<file path="config.mk">
export PLATFORM = sky130hd
export DESIGN_NAME = conv_window_feeder
export DESIGN_NICKNAME = d
export VERILOG_FILES = /design/src/rtl/conv_window_feeder.sv
export SDC_FILE = /design/constraint.sdc
export NUM_CORES = 1
export LEC_CHECK = 0
export ABC_AREA = 0
export CAP_MARGIN = 5
export CORE_MARGIN = 5
export CORE_UTILIZATION = 35
export DETAILED_ROUTE_END_ITERATION = 6
export PLACE_DENSITY = 0.66
export RECOVER_POWER = 25
export SLEW_MARGIN = 10
export SYNTH_ARGS = -nofsm -noshare
export SYNTH_HDL_FRONTEND = slang
export SYNTH_SLANG_ARGS = --single-unit
</file>
<file path="constraint.sdc">
create_clock -name clk -period 4.1 [get_ports clk]
set_input_delay 0.82 -clock clk [delete_from_list [all_inputs] [get_ports clk]]
set_output_delay 0.82 -clock clk [all_outputs]
set_load 0.005 [all_outputs]
</file>
<file path="src/rtl/conv_window_feeder.sv">
// Sliding-window feeder: shifts incoming image columns into a KERNEL_WIDTH-wide window
// and hands off one window per STRIDE columns over a single-entry valid/ready output.
module conv_window_feeder #(
    parameter int DATA_WIDTH    = 8,
    parameter int PARALLEL_IFM  = 2,
    parameter int KERNEL_WIDTH  = 3,
    parameter int KERNEL_HEIGHT = 3,
    parameter int ROW_WIDTH     = 5,
    parameter int STRIDE        = 1
) (
    input  logic                                                          clk,
    input  logic                                                          srst,
    input  logic                                                          start,
    input  logic                                                          flush,
    input  logic [PARALLEL_IFM-1:0]                                       pifm_active,
    input  logic                                                          in_valid,
    output logic                                                          in_ready,
    input  logic [PARALLEL_IFM-1:0][KERNEL_HEIGHT-1:0][DATA_WIDTH-1:0]    in_col,
    output logic                                                          out_valid,
    input  logic                                                          out_ready,
    output logic [PARALLEL_IFM-1:0][KERNEL_HEIGHT-1:0][KERNEL_WIDTH-1:0][DATA_WIDTH-1:0] out_win,
    output logic [$clog2(ROW_WIDTH+1)-1:0]                                win_cnt,
    output logic                                                          busy,
    output logic                                                          done
);

    if (KERNEL_WIDTH > ROW_WIDTH || STRIDE < 1 || DATA_WIDTH < 1 || PARALLEL_IFM < 1 ||
        KERNEL_WIDTH < 1 || KERNEL_HEIGHT < 1 || ROW_WIDTH < 1) begin : g_bad_params
        $error("conv_window_feeder: illegal parameter combination");
    end

    localparam int CntW = $clog2(ROW_WIDTH + 1);
    localparam int PhW  = (STRIDE > 1) ? $clog2(STRIDE) : 1;

    localparam logic [CntW-1:0] LastCol  = CntW'(ROW_WIDTH - 1);
    localparam logic [CntW-1:0] FirstWin = CntW'(KERNEL_WIDTH - 1);
    localparam logic [PhW-1:0]  PhLast   = PhW'(STRIDE - 1);

    typedef enum logic [1:0] {StIdle, StLoad, StDrain, StFin} state_e;

    typedef logic [PARALLEL_IFM-1:0][KERNEL_HEIGHT-1:0][KERNEL_WIDTH-1:0][DATA_WIDTH-1:0] win_t;

    state_e          state_q, state_d;
    logic [CntW-1:0] col_q, col_d;
    logic [PhW-1:0]  phase_q, phase_d;
    logic [CntW-1:0] win_cnt_q, win_cnt_d;
    logic            out_valid_q, out_valid_d;
    win_t            win_q, win_d;
    logic            emit;

    // phase_q counts columns since the last emitted window once the first full window exists
    assign emit = (col_q >= FirstWin) && (phase_q == '0);

    always_comb begin
        state_d     = state_q;
        col_d       = col_q;
        phase_d     = phase_q;
        win_cnt_d   = win_cnt_q;
        out_valid_d = out_valid_q;
        win_d       = win_q;
        in_ready    = 1'b0;

        if (out_valid_q && out_ready) begin
            out_valid_d = 1'b0;
            win_cnt_d   = win_cnt_q + CntW'(1);
        end

        unique case (state_q)
            StIdle: begin
                if (start) begin
                    state_d   = StLoad;
                    col_d     = '0;
                    phase_d   = '0;
                    win_cnt_d = '0;
                    win_d     = '0;
                end
            end
            StLoad: begin
                in_ready = !out_valid_q || out_ready;
                if (in_valid && in_ready) begin
                    for (int c = 0; c < PARALLEL_IFM; c++) begin
                        for (int h = 0; h < KERNEL_HEIGHT; h++) begin
                            for (int k = 0; k < KERNEL_WIDTH - 1; k++) begin
                                win_d[c][h][k] = win_q[c][h][k+1];
                            end
                            win_d[c][h][KERNEL_WIDTH-1] = pifm_active[c] ? in_col[c][h] : '0;
                        end
                    end
                    col_d       = col_q + CntW'(1);
                    out_valid_d = emit;
                    if (col_q >= FirstWin) begin
                        phase_d = (phase_q == PhLast) ? '0 : phase_q + PhW'(1);
                    end
                    if (col_q == LastCol) begin
                        state_d = StDrain;
                    end
                end
            end
            StDrain: begin
                if (!out_valid_q) begin
                    state_d = StFin;
                end
            end
            StFin:   state_d = StIdle;
            default: state_d = StIdle;
        endcase

        // Abort discards the pending window and any handshake of this cycle
        if (flush) begin
            state_d     = StIdle;
            out_valid_d = 1'b0;
            col_d       = '0;
            phase_d     = '0;
            win_cnt_d   = win_cnt_q;
        end
    end

    always_ff @(posedge clk) begin
        if (srst) begin
            state_q     <= StIdle;
            col_q       <= '0;
            phase_q     <= '0;
            win_cnt_q   <= '0;
            out_valid_q <= 1'b0;
            win_q       <= '0;
        end else begin
            state_q     <= state_d;
            col_q       <= col_d;
            phase_q     <= phase_d;
            win_cnt_q   <= win_cnt_d;
            out_valid_q <= out_valid_d;
            win_q       <= win_d;
        end
    end

    assign out_valid = out_valid_q;
    assign out_win   = win_q;
    assign win_cnt   = win_cnt_q;
    assign busy      = (state_q != StIdle);
    assign done      = (state_q == StFin);

endmodule

</file>
==> results.md <==
- Number of global-route vias before repair: 5248
- # Post-CTS Setup Buffers: 0
- Reg clk slew, reported paths: 0.06 ns
- Max-cap violations: 0
- Routability cong.: about 0.75
- Endpoints failing setup: 0
- Power Density: between 300 and 400 nW/um^2
- Sequential cell area: 3060 sq um
- CTS Buf Count: 17
- Core region area: around 17000 sq um
- Final slew viol count: 0
- Total nets after synthesis: 770
- Multi-input logic area: 2540 sq um
- Worst-case clock buffer depth: 2
- Achievable Freq: between 0.3 and 0.4 GHz
- Die Ht: ~140 microns
- Initial Utilization: 0.356
- First-pass GRT wire length: 28200 microns
- CTS Hold Bufs: 0
- CTS H-Tree Depth: 4
- Leakage: 3.33 nW
- Worst vdd ir: ~0.27 mV
- Final setup TNS: 0 ns
- Share of cells above drive strength 1: 0.0529
- Slew headroom: 0.548
- Fillers: ~1600
- Critical Path AT: between 2 and 2.5 ns
- Crit. End Element: output port
- Average vias per placed instance: approximately 4.9
- Crit start category: input pin
- Fin crit period: 3.07 ns
- DRT Wirelength: 17300 microns
- Critical path fanouts, max: 5
- Avg WL per Cell: ~16 microns
- Row count: 47
- TritonCTS clock tree: yes
- Post-synthesis sequential area ratio: 0.521
- Post-route ant nets: 0
- Overflow after GRT: 0
- Placed inst area: 8070 sq um
- Final instance area: 8680 sq um
- Number of I/O pins: 207
- Commonest non-fill, non-tap cells in the layout: dfxtp_1 (153), nand2_1 (149), nand3_1 (146)
- Synth Cell Area: 5880 sq um
- Final Core Density: 0.525
- Synth Instances: 705
- Run status: completed
- Hold slack: around 0.45 ns
- First-pass iteration count of the detailed router: 4
- DR iter-0 viols: roughly 320
- Synth cell types: 29
- Post_cts resized: 0
- Final-report hold violation count: 0
- Worst EP required: ~3.3 ns
- Commonest non-fill, non-tap cell in the layout: dfxtp_1
- Unrepaired setup endpoints after global routing: false
- Clock skew: 0.00714 ns
- Clk sink count: roughly 150
- All-Layer GR Usage: 0.173
- Die Footprint: 19500 sq um
- Number of synthesized register bits: 153
- Clk Latency, worst-skew pair: a little over 0.4 ns
- Largest net degree at the start of global routing: 76
- Residual DRC count: 0
- Port-buffer cells: about 200
- YS warnings: 0
- Antenna violations before repair: 1
- Hold/Removal Path Class: flip-flop to flip-flop
- Post-DP HPWL: 11200 microns
- Pin slew with the least headroom to its limit: roughly 0.68 ns
- Clk root buf: clkbuf_16
- Layout area overhead: 47.6%
- Crit path kind: input pin to output port
- Via count: roughly 5400
- Die Width: 140 microns
- Fin crit share: 0.748
- Syn avg cell area: around 8.3 sq um
- Nets: 941
[synthesized netlist by cell type]
library cell	number	area, sq um
buf_4	9	67.6
a22oi_1	1	7.51
inv_1	7	26.3
clkbuf_1	23	86.3
nand4b_1	1	8.76
or2_2	1	6.26
mux2i_1	3	30.0
buf_6	1	11.3
o2111a_1	1	11.3
nor2_1	5	18.8
or3_1	1	6.26
o311ai_0	1	8.76
nand2b_1	3	18.8
xnor2_1	1	8.76
a21boi_0	1	7.51
nand2_1	149	559
dfxtp_1	153	3060
buf_1	9	33.8
nand3b_1	50	375
ha_1	9	113
o2111ai_1	1	8.76
xor2_1	2	17.5
nor3b_2	2	25.0
a21oi_1	98	490
buf_2	21	105
o21ai_0	4	20.0
and2_1	1	6.26
nand3_1	146	731
o21bai_1	1	7.51
[cell families after synthesis]
logic type / Yosys count / synth area share
buf+inv: 70 / 0.0562
simple gates: 359 / 0.299
fa+ha+maj: 9 / 0.0192
xor+xnor: 3 / 0.00447
compound gates: 108 / 0.0956
flops: 153 / 0.521
mux: 3 / 0.00511
[critical path, cell delays in order]
cell and delay [ns]:
clkdlybuf4s50_1 0.50, nand2b_1 0.27, and2_1 0.17, clkdlybuf4s50_1 0.50
[final cells by class]
class | count | share of cell area
timing repair buffer | 215 | 0.249
sequential | 153 | 0.353
clock buffer | 19 | 0.0510
clock inverter | 13 | 0.0195
antenna | 1 | 0.000288
multi-input combinational | 482 | 0.292
inverter | 7 | 0.00303
tap | 220 | 0.0317
[routing by layer]
layer | up-vias | global-route usage | part of all wire
li1 | 2739 | - | -
met1 | 2509 | 0.221 | 0.45
met2 | 172 | 0.273 | 0.45
met3 | 13 | 0.0731 | 0.082
met4 | 0 | 0.0413 | 0.011
met5 | - | 0 | 0
[worst paths after layout]
| path | from | endpoint | slack [ns] | cells past startpoint |
|---|---|---|---|---|
| max | out_ready | in_ready | 1.03 | 4 |
| min | out_win[79]$_SDFFE_PP0P_ | out_win[79]$_SDFFE_PP0P_ | 0.45 | 2 |
| max reg2reg | state_q[1]$_SDFFE_PP0P_ | out_win[131]$_SDFFE_PP0P_ | 1.46 | 7 |
| min reg2reg | out_win[79]$_SDFFE_PP0P_ | out_win[79]$_SDFFE_PP0P_ | 0.45 | 2 |
[metrics by stage]
| step | total power, mW | std cells | worst slack [ns] |
|---|---|---|---|
| detailed placement | 1.88 | 1077 | 1.03 |
| CTS | 3.49 | 1109 | 1.02 |
| global route | 3.57 | 1110 | 0.936 |
| global placement | 1.88 | 1077 | 1.02 |
| floorplan | 1.75 | 705 | 1.96 |
| finish | 3.44 | 1110 | 1.03 |
[power breakdown]
part | leakage (nW) | switching [mW] | internal (mW)
combinational | 1.81 | 0.221 | 0.112
clock | 0.286 | 0.620 | 0.979
sequential | 1.23 | 0.00809 | 1.50
[registers in the layout (all words and copies together) (netlist names)]
name / count
col_q: 3
out_valid: 1
out_win: 144
state_q: 2
win_cnt: 3
No activity file was read; power rests on OpenSTA's default activity.
